==> src/rtl/glyph_pkg.sv <==
// Shared glyph geometry and writer FSM state encodings.
// Used by the glyph RAM writer and the sprite reader.
package glyph_pkg;

  localparam int GLYPH_W   = 24;
  localparam int GLYPH_H   = 24;
  localparam int GLYPH_NUM = 10;

  typedef logic [1:0] glyph_state_t;

  localparam glyph_state_t ST_IDLE   = 2'd0;
  localparam glyph_state_t ST_RECV   = 2'd1;
  localparam glyph_state_t ST_UNPACK = 2'd2;
  localparam glyph_state_t ST_DONE   = 2'd3;

endpackage

==> src/rtl/glyph_ram_writer_byte_serializer.sv <==
// Holds one packed pixel byte and presents it MSB-first, one bit per shift.
// last_out flags the eighth bit so the owner knows when to fetch the next byte.
module byte_serializer (
  input  logic       clk,
  input  logic       rst_n,
  input  logic       load_in,
  input  logic [7:0] byte_in,
  input  logic       shift_in,
  output logic       bit_out,
  output logic       last_out
);

  logic [7:0] shreg_q, shreg_d;
  logic [2:0] cnt_q, cnt_d;

  always_comb begin
    shreg_d = shreg_q;
    cnt_d   = cnt_q;
    if (load_in) begin
      shreg_d = byte_in;
      cnt_d   = 3'd0;
    end else if (shift_in) begin
      shreg_d = {shreg_q[6:0], 1'b0};
      cnt_d   = cnt_q + 3'd1;
    end
  end

  always_ff @(posedge clk or negedge rst_n) begin
    if (!rst_n) begin
      shreg_q <= '0;
      cnt_q   <= '0;
    end else begin
      shreg_q <= shreg_d;
      cnt_q   <= cnt_d;
    end
  end

  // Shifting stops on the last bit, so bit_out holds the final pixel afterwards.
  assign bit_out  = shreg_q[7];
  assign last_out = (cnt_q == 3'd7);

endmodule

==> src/rtl/glyph_ram_writer.sv <==
// Loads one glyph into a 1-bit glyph RAM from a stream of packed pixel bytes,
// writing pixel (col,row) of slot g at g*WIDTH*HEIGHT + row*WIDTH + col.
module glyph_ram_writer
  import glyph_pkg::*;
#(
  parameter int WIDTH    = GLYPH_W,
  parameter int HEIGHT   = GLYPH_H,
  parameter int NUM_IMGS = GLYPH_NUM,
  parameter int ADDR_W   = $clog2(WIDTH * HEIGHT * NUM_IMGS)
) (
  input  logic              pixel_clk_in,
  input  logic              rst_n_in,
  input  logic              start_in,
  input  logic [3:0]        glyph_in,
  input  logic [7:0]        data_in,
  input  logic              data_valid_in,
  output logic              data_ready_out,
  output logic              wr_en_out,
  output logic [ADDR_W-1:0] wr_addr_out,
  output logic              wr_data_out,
  output logic              busy_out,
  output logic              done_out,
  output logic              error_out
);

  localparam int PIX   = WIDTH * HEIGHT;
  localparam int CNT_W = $clog2(PIX + 1);
  localparam logic [CNT_W-1:0] PIX_CNT_END = CNT_W'(PIX);

  if (PIX % 8 != 0) begin : g_bad_geometry
    $error("glyph_ram_writer: WIDTH*HEIGHT must be a multiple of 8");
  end

  glyph_state_t      state_q, state_d;
  logic [ADDR_W-1:0] base_q, base_d;
  logic [CNT_W-1:0]  pix_cnt_q, pix_cnt_d;
  logic [ADDR_W-1:0] wr_addr_q, wr_addr_d;
  logic              error_q, error_d;

  logic start_ok;
  logic transfer;
  logic ser_bit;
  logic ser_last;
  logic ser_shift;

  assign start_ok  = (int'(glyph_in) < NUM_IMGS);
  assign transfer  = data_ready_out && data_valid_in;
  assign ser_shift = (state_q == ST_UNPACK) && !ser_last;

  byte_serializer u_ser (
    .clk      (pixel_clk_in),
    .rst_n    (rst_n_in),
    .load_in  (transfer),
    .byte_in  (data_in),
    .shift_in (ser_shift),
    .bit_out  (ser_bit),
    .last_out (ser_last)
  );

  // pix_cnt_q is the index of the next pixel to present; the write address is
  // registered one step ahead so it appears in the same cycle as wr_en_out.
  always_comb begin
    state_d   = state_q;
    base_d    = base_q;
    pix_cnt_d = pix_cnt_q;
    wr_addr_d = wr_addr_q;
    error_d   = 1'b0;
    case (state_q)
      ST_IDLE: begin
        if (start_in) begin
          if (start_ok) begin
            state_d   = ST_RECV;
            base_d    = ADDR_W'(int'(glyph_in) * PIX);
            pix_cnt_d = '0;
          end else begin
            error_d = 1'b1;
          end
        end
      end
      ST_RECV: begin
        if (transfer) begin
          state_d   = ST_UNPACK;
          wr_addr_d = base_q + ADDR_W'(pix_cnt_q);
          pix_cnt_d = pix_cnt_q + 1'b1;
        end
      end
      ST_UNPACK: begin
        if (!ser_last) begin
          wr_addr_d = base_q + ADDR_W'(pix_cnt_q);
          pix_cnt_d = pix_cnt_q + 1'b1;
        end else if (pix_cnt_q == PIX_CNT_END) begin
          state_d = ST_DONE;
        end else begin
          state_d = ST_RECV;
        end
      end
      ST_DONE: state_d = ST_IDLE;
      default: state_d = ST_IDLE;
    endcase
  end

  always_ff @(posedge pixel_clk_in or negedge rst_n_in) begin
    if (!rst_n_in) begin
      state_q   <= ST_IDLE;
      base_q    <= '0;
      pix_cnt_q <= '0;
      wr_addr_q <= '0;
      error_q   <= 1'b0;
    end else begin
      state_q   <= state_d;
      base_q    <= base_d;
      pix_cnt_q <= pix_cnt_d;
      wr_addr_q <= wr_addr_d;
      error_q   <= error_d;
    end
  end

  assign data_ready_out = (state_q == ST_RECV);
  assign wr_en_out      = (state_q == ST_UNPACK);
  assign wr_addr_out    = wr_addr_q;
  assign wr_data_out    = ser_bit;
  assign busy_out       = (state_q == ST_RECV) || (state_q == ST_UNPACK);
  assign done_out       = (state_q == ST_DONE);
  assign error_out      = error_q;

endmodule

==> config.mk <==
export PLATFORM = sky130hd
export DESIGN_NAME = glyph_ram_writer
export DESIGN_NICKNAME = d
export VERILOG_FILES = /design/src/rtl/glyph_pkg.sv /design/src/rtl/glyph_ram_writer_byte_serializer.sv /design/src/rtl/glyph_ram_writer.sv
export SDC_FILE = /design/constraint.sdc
export NUM_CORES = 1
export LEC_CHECK = 0
export ABC_AREA = 1
export BUFFER_PORTS_ARGS = -buffer_cell sky130_fd_sc_hd__buf_2
export CORE_UTILIZATION = 35
export CTS_CLUSTER_DIAMETER = 120
export DETAILED_ROUTE_END_ITERATION = 10
export PLACE_DENSITY_LB_ADDON = 0.12
export SETUP_SLACK_MARGIN = 0.02
export SLEW_MARGIN = 20
export SYNTH_ARGS = -nofsm -noshare
export SYNTH_HDL_FRONTEND = slang
export SYNTH_SLANG_ARGS = --single-unit
==> constraint.sdc <==
create_clock -name pixel_clk_in -period 3.36 [get_ports pixel_clk_in]
set_input_delay 0.336 -clock pixel_clk_in [delete_from_list [all_inputs] [get_ports pixel_clk_in]]
set_output_delay 0.336 -clock pixel_clk_in [all_outputs]
set_load 0.005 [all_outputs]
==> impl_results.html, run 1 <==
<table>
<tr><th>Metric</th><th>Value</th></tr>
<tr><th colspan="2">Status</th></tr>
<tr><td>Run status</td><td>finished clean</td></tr>
<tr><th colspan="2">CTS</th></tr>
<tr><td>Root buffer cell</td><td>clkbuf_8</td></tr>
<tr><td>Insertion delay of the later-clocked pin in the worst-skew pair</td><td>0.31 ns</td></tr>
<tr><td>TritonCTS buffer count</td><td>5</td></tr>
<tr><td>Total clock sinks</td><td>44</td></tr>
<tr><td>H-tree Lvls</td><td>2</td></tr>
<tr><td>CTS tree</td><td>built</td></tr>
<tr><td>Longest Clk Path Bufs</td><td>2</td></tr>
<tr><td>CTS clock-pin slew for the worst setup and hold paths</td><td>0.09 ns</td></tr>
<tr><td>Gates resized, CTS repair</td><td>0</td></tr>
<tr><td>Cts hold-fix bufs</td><td>0</td></tr>
<tr><td>Buffers inserted by post-CTS timing repair</td><td>0</td></tr>
<tr><th colspan="2">Timing</th></tr>
<tr><td>Fmax</td><td>0.520 GHz</td></tr>
<tr><td>Crit share post-route</td><td>0.573</td></tr>
<tr><td>Rel. slew slack</td><td>0.617</td></tr>
<tr><td>Unrepaired setup endpoints after global routing</td><td>no</td></tr>
<tr><td>Least-Margin Pin Slew</td><td>0.574 ns</td></tr>
<tr><td>Final setup TNS</td><td>0 ns</td></tr>
<tr><td>Final hold viol count</td><td>0</td></tr>
<tr><td>Post-layout min period</td><td>1.92 ns</td></tr>
<tr><td>Setup-violating endpoint count in the final report</td><td>0</td></tr>
<tr><td>Count of final max-slew check failures</td><td>0</td></tr>
<tr><td>Clock Skew</td><td>0.0163 ns</td></tr>
<tr><th colspan="2">Finish</th></tr>
<tr><td># fillers</td><td>695</td></tr>
<tr><td>Sequential cell area in the final layout</td><td>1100 um2</td></tr>
<tr><td>Leading cell type in the layout, fill and taps excluded</td><td>nand2_1</td></tr>
<tr><td>Share of cells above drive strength 1</td><td>0.192</td></tr>
<tr><td>Most frequent cells in the layout</td><td>nand2_1 (88), dfrtp_1 (44), inv_1 (37)</td></tr>
<tr><td>Area added between synthesis and finish</td><td>13.2%</td></tr>
<tr><td>ANT cells</td><td>0</td></tr>
<tr><td>Final Net Count</td><td>360</td></tr>
<tr><td>Total area of multi-input combinational cells</td><td>1130 um2</td></tr>
<tr><th colspan="2">Die</th></tr>
<tr><td>Row cnt</td><td>29</td></tr>
<tr><td>Area of the die</td><td>7260 um2</td></tr>
<tr><td>Height of the die</td><td>85.2 um</td></tr>
<tr><td>Die boundary width</td><td>85.2 um</td></tr>
<tr><td>Placeable core region</td><td>6530 um2</td></tr>
<tr><td>Starting utilization of the core area</td><td>0.371</td></tr>
<tr><td>I/O Pins</td><td>35</td></tr>
<tr><th colspan="2">Logic synthesis</th></tr>
<tr><td>Post-Syn Instances</td><td>292</td></tr>
<tr><td>Number of nets in the synthesized netlist</td><td>325</td></tr>
<tr><td>Main combinational cell family by area after synthesis</td><td>simple AND/OR/NAND/NOR gates</td></tr>
<tr><td>Number of warnings printed during yosys synthesis</td><td>0</td></tr>
<tr><td>Unique masters post-synth</td><td>28</td></tr>
<tr><td>Share of synthesized cell area in and, or, nand and nor gates</td><td>0.241</td></tr>
<tr><td>Compound-gate portion of the synthesized area</td><td>0.121</td></tr>
<tr><td>Fraction of the mapped netlist area in adder cells</td><td>0.0909</td></tr>
<tr><td>Synthesized cell area</td><td>2420 um2</td></tr>
<tr><td>Xor/xnor cell area share of the yosys netlist</td><td>0.0145</td></tr>
<tr><td>Post-synthesis register bit count</td><td>44</td></tr>
<tr><td>Mux cell area share after synthesis</td><td>0</td></tr>
<tr><td>Post-synthesis sequential area ratio</td><td>0.454</td></tr>
<tr><td>Avg Cell Area, Syn</td><td>8.30 um2</td></tr>
<tr><th colspan="2">Routing</th></tr>
<tr><td>DRC viols</td><td>0</td></tr>
<tr><td>Via density per instance</td><td>4.76</td></tr>
<tr><td>Via count</td><td>1929</td></tr>
<tr><td>Antenna Nets Post-Route</td><td>0</td></tr>
<tr><td>Number of iterations in the first detailed-routing pass</td><td>4</td></tr>
<tr><td>Routed len/inst</td><td>12.5 um</td></tr>
<tr><td>Total Wirelength</td><td>5070 um</td></tr>
<tr><td>Initial detailed-routing violation count</td><td>99</td></tr>
<tr><th colspan="2">Run</th></tr>
<tr><td>Max-cap violation count</td><td>0</td></tr>
<tr><th colspan="2">Critical path</th></tr>
<tr><td>Critical path class</td><td>flip-flop to primary output</td></tr>
<tr><td>Startpoint class of the critical path</td><td>flip-flop</td></tr>
<tr><td>Req. time, crit path</td><td>3.02 ns</td></tr>
<tr><td>Largest fanout of any net on the critical path</td><td>11</td></tr>
<tr><td>FF-to-FF setup slack</td><td>1.44 ns</td></tr>
<tr><td>Type of element capturing the critical path</td><td>primary output</td></tr>
<tr><td>Critical path arrival</td><td>1.59 ns</td></tr>
<tr><th colspan="2">Place</th></tr>
<tr><td>Count of input and output buffers</td><td>34</td></tr>
<tr><td>Half-perimeter wire length after detailed placement</td><td>3690 um</td></tr>
<tr><td>Final GP Congestion</td><td>0.855</td></tr>
<tr><th colspan="2">Pwr</th></tr>
<tr><td>Maximum resistive drop on vdd</td><td>0.384 mV</td></tr>
<tr><td>Power density cells</td><td>745 nW/um2</td></tr>
<tr><td>Static Leakage</td><td>1.43 nW</td></tr>
<tr><td>Total Power</td><td>2.04 mW</td></tr>
<tr><th colspan="2">Global routing</th></tr>
<tr><td>GRT Util Overall</td><td>0.159</td></tr>
<tr><td>Overflow left after global routing</td><td>0</td></tr>
<tr><td>Maximum number of pins on one net before global-route repair</td><td>45</td></tr>
<tr><td>Via count of the first global-routing pass</td><td>1926</td></tr>
<tr><td>First-pass GRT wire length</td><td>9020 um</td></tr>
<tr><td>Antenna violations before repair</td><td>0</td></tr>
<tr><th colspan="2">Min path</th></tr>
<tr><td>Worst hold path class</td><td>input port to async pin</td></tr>
</table>
[layer usage]
metal	vias to the layer above	GRT usage	wire length, um
li1	1012	-	-
met1	872	0.216	2620
met2	35	0.249	2160
met3	10	0.0321	193
met4	0	0.0601	94
met5	-	0	0
[where the power goes]
| group | internal (mW) | leakage [nW] | switching [mW] |
|---|---|---|---|
| registers | 0.709 | 0.572 | 0.120 |
| logic | 0.306 | 0.806 | 0.569 |
| clock network | 0.145 | 0.0479 | 0.192 |
| total | 1.16 | 1.43 | 0.881 |
[cells by family after synthesis]
family	after synthesis
flops	44
buf+inv	46
xor+xnor	4
fa+ha+maj	17
simple gates	137
compound gates	44
[state kept, by name, summed over array words and instances, names as in the netlist]
name           cells
wr_addr_out       13
pix_cnt_q         10
base_q             7
error_out          1
state_q            2
u_ser.cnt_q        3
u_ser.shreg_q      8
[path summary, 6_finish.rpt]
kind | from | end | depth (start not counted)
worst max-delay path | state_q[0] | busy_out | 3
worst min-delay path | rst_n_in | wr_addr_out[6] | 1
worst max register to register | state_q[0] | wr_addr_out[11] | 10
worst min register to register | wr_addr_out[8] | wr_addr_out[8] | 2
max in group asynchronous | rst_n_in | pix_cnt_q[7] | 1
min in group pixel_clk_in | data_in[7] | u_ser.shreg_q[7] | 3
[cell usage after synthesis]
master | count | area share
o211ai_1 | 4 | 0.012
nor3_1 | 3 | 0.0062
inv_2 | 2 | 0.0031
nor2_1 | 10 | 0.015
buf_4 | 1 | 0.0031
o21ai_2 | 12 | 0.043
buf_1 | 1 | 0.0015
fa_1 | 1 | 0.0083
nand2_2 | 3 | 0.0077
a21oi_1 | 4 | 0.0083
a22o_1 | 2 | 0.0072
o221ai_1 | 2 | 0.0072
xor2_1 | 2 | 0.0072
buf_6 | 1 | 0.0046
o21ai_0 | 14 | 0.029
ha_1 | 16 | 0.083
nor2_2 | 2 | 0.0052
nand3_1 | 23 | 0.047
xnor2_1 | 2 | 0.0072
dfrtp_1 | 44 | 0.45
inv_1 | 37 | 0.057
nand2_1 | 88 | 0.14
nor2_4 | 1 | 0.0046
buf_2 | 3 | 0.0062
nand4_1 | 7 | 0.018
inv_4 | 1 | 0.0026
o21bai_1 | 1 | 0.0031
o21ai_1 | 5 | 0.010
[critical path, cell delays in order, from the launching register on]
cell and delay [ns]:
dfrtp_1 0.42, inv_1 0.10, ha_1 0.56, buf_2 0.20
[final cells by class]
cell class                      instances  area share
Inverter                               40      0.0557
Tap cell                               77      0.0351
Multi-Input combinational cell        202       0.413
Timing Repair Buffer                   34      0.0630
Clock buffer                            5      0.0251
Sequential cell                        44       0.401
Clock inverter                          3     0.00684
[stage by stage]
stage	worst slack (ns)	utilization	std cells	hold WS, ns	instance area, um2
after floorplan	1.78	-	292	0.0404	2420
after global placement	1.54	0.406	397	0.462	2650
after detailed placement	1.46	0.406	397	0.465	2650
after CTS	1.42	0.420	405	0.237	2740
after global routing	1.19	0.420	405	0.0809	2740
final	1.44	0.420	405	0.0202	2740
No activity file was read; power rests on OpenSTA's default activity.
==> inputs of run 2 (changes only) <==
clock period = 1.7 ns   (was 3.36 ns; I/O delays follow)
==> run 2 against run 1 <==
First-iteration DRC count fell by 8.1%. Setup slack got worse by 1.4 ns. Critical path type is now flip-flop to flip-flop. Count of clock-buffer cells in the layout rose by 1. Critical endpoint is now pix_cnt_q[8]. Routed wire length rose by 3.6%. Non-clock buffer count rose by 21. Global-route usage fell by 0.18 points. Combinational power rose to 2.6 times the previous value. Hold slack improved by 0.064 ns. Sequential share of layout area fell by 3.7 points. Sequential cell count did not move. Critical path depth rose by 5.
==> impl_results.html, run 2 (same netlist as run 1, synthesis figures left out) <==
<table>
<tr><th>Metric</th><th>Value</th></tr>
<tr><th colspan="2">Routing</th></tr>
<tr><td>Routed len/inst</td><td>12.3 um (-1.7%)</td></tr>
<tr><td>Via count</td><td>2060 (+6.8%)</td></tr>
<tr><td>Initial detailed-routing violation count</td><td>91 (-8.1%)</td></tr>
<tr><td>Via density per instance</td><td>4.82 (+1.3%)</td></tr>
<tr><td>Number of iterations in the first detailed-routing pass</td><td>4 (unchanged)</td></tr>
<tr><td>Antenna Nets Post-Route</td><td>0 (unchanged)</td></tr>
<tr><td>DRC viols</td><td>0 (unchanged)</td></tr>
<tr><td>Total Wirelength</td><td>5250 um (+3.6%)</td></tr>
<tr><th colspan="2">Critical path</th></tr>
<tr><td>Largest fanout of any net on the critical path</td><td>7 (-4)</td></tr>
<tr><td>Critical path arrival</td><td>1.81 ns (+0.22 ns)</td></tr>
<tr><td>Crit-path cells</td><td>ha_2 -&gt; ha_4 -&gt; a21oi_2 -&gt; nand2_2 -&gt; nor2_4 -&gt; clkinv_4 -&gt; nand2_2 -&gt; o21ai_1</td></tr>
<tr><td>Type of element capturing the critical path</td><td>flip-flop</td></tr>
<tr><td>Startpoint class of the critical path</td><td>flip-flop</td></tr>
<tr><td>Sum of buffers and inverters on the critical path</td><td>1 (-1)</td></tr>
<tr><td>Req. time, crit path</td><td>1.88 ns (-1.14 ns)</td></tr>
<tr><td>Slowest stage delay, CP</td><td>0.39 ns (-0.17 ns)</td></tr>
<tr><td>Depth of the worst register-to-register path</td><td>8 (-2)</td></tr>
<tr><td>FF-to-FF End</td><td>pix_cnt_q[8]</td></tr>
<tr><td>Worst reg2reg path startpoint</td><td>u_ser.cnt_q[1]</td></tr>
<tr><td>Critical path class</td><td>flip-flop to flip-flop</td></tr>
<tr><td>Largest delay contributor family on the critical path</td><td>simple AND/OR/NAND/NOR gates</td></tr>
<tr><td>CP dominant cell by count</td><td>nand2_2</td></tr>
<tr><td>Cell with the largest stage delay on the worst path</td><td>dfrtp_1</td></tr>
<tr><td>FF-to-FF setup slack</td><td>0.07 ns (-1.37 ns)</td></tr>
<tr><td>Cell depth of the worst setup path</td><td>8 (+5)</td></tr>
<tr><th colspan="2">Timing</th></tr>
<tr><td>Clock Skew</td><td>0.0104 ns (-0.00597 ns)</td></tr>
<tr><td>Rel. slew slack</td><td>0.720 (+0.103)</td></tr>
<tr><td>Fmax</td><td>0.614 GHz</td></tr>
<tr><td>Setup-violating endpoint count in the final report</td><td>0 (unchanged)</td></tr>
<tr><td>Least-Margin Pin Slew</td><td>0.420 ns (-0.154 ns)</td></tr>
<tr><td>Final hold viol count</td><td>0 (unchanged)</td></tr>
<tr><td>Unrepaired setup endpoints after global routing</td><td>yes</td></tr>
<tr><td>Post-layout min period</td><td>1.63 ns</td></tr>
<tr><td>Crit share post-route</td><td>0.958</td></tr>
<tr><td>Count of final max-slew check failures</td><td>0 (unchanged)</td></tr>
<tr><td>Final worst slack</td><td>0.0708 ns (-1.37 ns)</td></tr>
<tr><th colspan="2">Place</th></tr>
<tr><td>Half-perimeter wire length after detailed placement</td><td>3870 um (+5.0%)</td></tr>
<tr><td>Count of input and output buffers</td><td>34 (unchanged)</td></tr>
<tr><td>Pre-CTS setup slack</td><td>0.00892 ns (-1.45 ns)</td></tr>
<tr><td>Final GP Congestion</td><td>0.785 (-8.2%)</td></tr>
<tr><th colspan="2">Global routing</th></tr>
<tr><td>First-pass GRT wire length</td><td>9010 um (about the same)</td></tr>
<tr><td>Via count of the first global-routing pass</td><td>1949 (+1.2%)</td></tr>
<tr><td>Met1 Track Usage GR</td><td>0.214 (-0.00190)</td></tr>
<tr><td>Maximum number of pins on one net before global-route repair</td><td>19 (-58%)</td></tr>
<tr><td>Global-route met2 utilization</td><td>0.253 (+0.00367)</td></tr>
<tr><td>Antenna violations before repair</td><td>0 (unchanged)</td></tr>
<tr><td>Overflow left after global routing</td><td>0 (unchanged)</td></tr>
<tr><td>Fraction of met3 tracks used by global routing</td><td>0.0331 (+0.000973)</td></tr>
<tr><td>Most utilized layer in the global route result</td><td>met2</td></tr>
<tr><td>GRT Util Overall</td><td>0.157 (-0.00183)</td></tr>
<tr><th colspan="2">Finish</th></tr>
<tr><td>Final Net Count</td><td>382 (+6.1%)</td></tr>
<tr><td>Total area of multi-input combinational cells</td><td>1220 um2 (+7.5%)</td></tr>
<tr><td>Sequential cell area in the final layout</td><td>1100 um2 (+0.11%)</td></tr>
<tr><td>Most frequent cells in the layout</td><td>nand2_1 (83), dfrtp_1 (43), buf_2 (34)</td></tr>
<tr><td>ANT cells</td><td>0 (unchanged)</td></tr>
<tr><td>Share of cells above drive strength 1</td><td>0.291 (+0.0994)</td></tr>
<tr><td>Leading cell type in the layout, fill and taps excluded</td><td>nand2_1</td></tr>
<tr><td>Area added between synthesis and finish</td><td>24.7%</td></tr>
<tr><td># fillers</td><td>657 (-5.5%)</td></tr>
<tr><td>Max reg flops</td><td>13 (unchanged)</td></tr>
<tr><th colspan="2">CTS</th></tr>
<tr><td>Insertion delay of the later-clocked pin in the worst-skew pair</td><td>0.29 ns (-0.02 ns)</td></tr>
<tr><td>Longest Clk Path Bufs</td><td>2 (unchanged)</td></tr>
<tr><td>CTS tree</td><td>built</td></tr>
<tr><td>H-tree Lvls</td><td>2 (unchanged)</td></tr>
<tr><td>Total clock sinks</td><td>44 (unchanged)</td></tr>
<tr><td>Root buffer cell</td><td>clkbuf_8</td></tr>
<tr><td>TritonCTS buffer count</td><td>5 (unchanged)</td></tr>
<tr><td>CTS clock-pin slew for the worst setup and hold paths</td><td>0.09 ns (about the same)</td></tr>
<tr><th colspan="2">Min path</th></tr>
<tr><td>Worst hold path class</td><td>input port to flip-flop</td></tr>
<tr><td>Endpoint, Worst Hold</td><td>u_ser.shreg_q[1]</td></tr>
<tr><td>Start point of the worst hold path</td><td>data_in[1]</td></tr>
<tr><td>Number of instances on the worst hold path</td><td>3</td></tr>
<tr><th colspan="2">Die</th></tr>
<tr><td>Starting utilization of the core area</td><td>0.371 (unchanged)</td></tr>
<tr><td>Area of the die</td><td>7260 um2 (unchanged)</td></tr>
<tr><td>Placeable core region</td><td>6530 um2 (unchanged)</td></tr>
<tr><td>Row cnt</td><td>29 (unchanged)</td></tr>
<tr><td>I/O Pins</td><td>35 (unchanged)</td></tr>
<tr><td>Die boundary width</td><td>85.2 um (unchanged)</td></tr>
<tr><td>Height of the die</td><td>85.2 um (unchanged)</td></tr>
<tr><th colspan="2">Pwr</th></tr>
<tr><td>Maximum resistive drop on vdd</td><td>0.726 mV (+89%)</td></tr>
<tr><td>Static Leakage</td><td>1.54 nW (+8.3%)</td></tr>
<tr><td>Total Power</td><td>4.58 mW (+120%)</td></tr>
<tr><td>Power density cells</td><td>1510 nW/um2 (+100%)</td></tr>
<tr><th colspan="2">Run</th></tr>
<tr><td>Max-cap violation count</td><td>0 (unchanged)</td></tr>
<tr><th colspan="2">Status</th></tr>
<tr><td>Run status</td><td>finished clean</td></tr>
</table>
## run 2: cell count changes in the layout (fill, tap and decap cells not counted), sizes merged
cell / before / now
dlygate4sd3: 0 / 1
buf: 34 / 54
clkbuf: 5 / 6
## run 2: worst max-delay path by stage
stage / from / to / slack (ns)
6_report: u_ser.cnt_q[1] / pix_cnt_q[8] / 0.07
5_1_grt: u_ser.cnt_q[1] / pix_cnt_q[8] / -0.04
3_3_place_gp: state_q[0] / pix_cnt_q[3] / 0.05
2_1_floorplan: pix_cnt_q[6] / wr_addr_out[12] / 0.12
4_1_cts: state_q[0] / pix_cnt_q[4] / 0.02
3_5_place_dp: u_ser.cnt_q[0] / wr_addr_out[0] / 0.009
## run 2: timing repair
item	CTS	global route
buffers inserted	0	6
hold buffers	1	0
gates resized for setup	2	28
gates cloned	0	1
hold endpoints to repair	16	0
pin swaps	0	7
endpoints found under the setup margin	10	30
## run 2: through the flow
| stage | cell area, um2 | hold slack, ns | std cells | util | setup TNS (ns) |
|---|---|---|---|---|---|
| 2_1_floorplan | 2420 | -0.126 | 292 | - | 0 |
| 3_5_place_dp | 2780 | 0.133 | 412 | 0.425 | 0 |
| 6_report | 3020 | 0.0837 | 427 | 0.463 | 0 |
| 4_1_cts | 2890 | 0.0779 | 421 | 0.442 | 0 |
| 3_3_place_gp | 2780 | 0.132 | 412 | 0.425 | 0 |
| 5_1_grt | 3020 | 0.0946 | 427 | 0.463 | -0.183 |
## run 2: worst min-delay path, cell delays in order
cell	delay [ns]
buf_2	0.07
nand2_1	0.04
o221ai_1	0.06
## run 2: layout make-up
type                            instances  share of cell area
Timing Repair inverter                  1             0.00207
Tap cell                               77              0.0319
Sequential cell                        44               0.365
Clock inverter                          2             0.00331
Multi-Input combinational cell        202               0.403
Clock buffer                            6              0.0273
Timing Repair Buffer                   55               0.116
Inverter                               40              0.0522
## run 2: power by group
| group | total [mW] | internal [mW] | leakage, nW | switching [mW] |
|---|---|---|---|---|
| clock | 0.680 | 0.325 | 0.0510 | 0.355 |
| combinational | 2.26 | 0.958 | 0.923 | 1.30 |
| sequential | 1.64 | 1.40 | 0.570 | 0.231 |
## run 2: routing by layer
| metal | part of all wire | up-vias | routed length (um) |
|---|---|---|---|
| li1 | - | 1064 | - |
| met1 | 0.52 | 948 | 2720 |
| met2 | 0.44 | 44 | 2310 |
| met3 | 0.034 | 4 | 178 |
| met4 | 0.0072 | 0 | 38 |
| met5 | 0 | - | 0 |
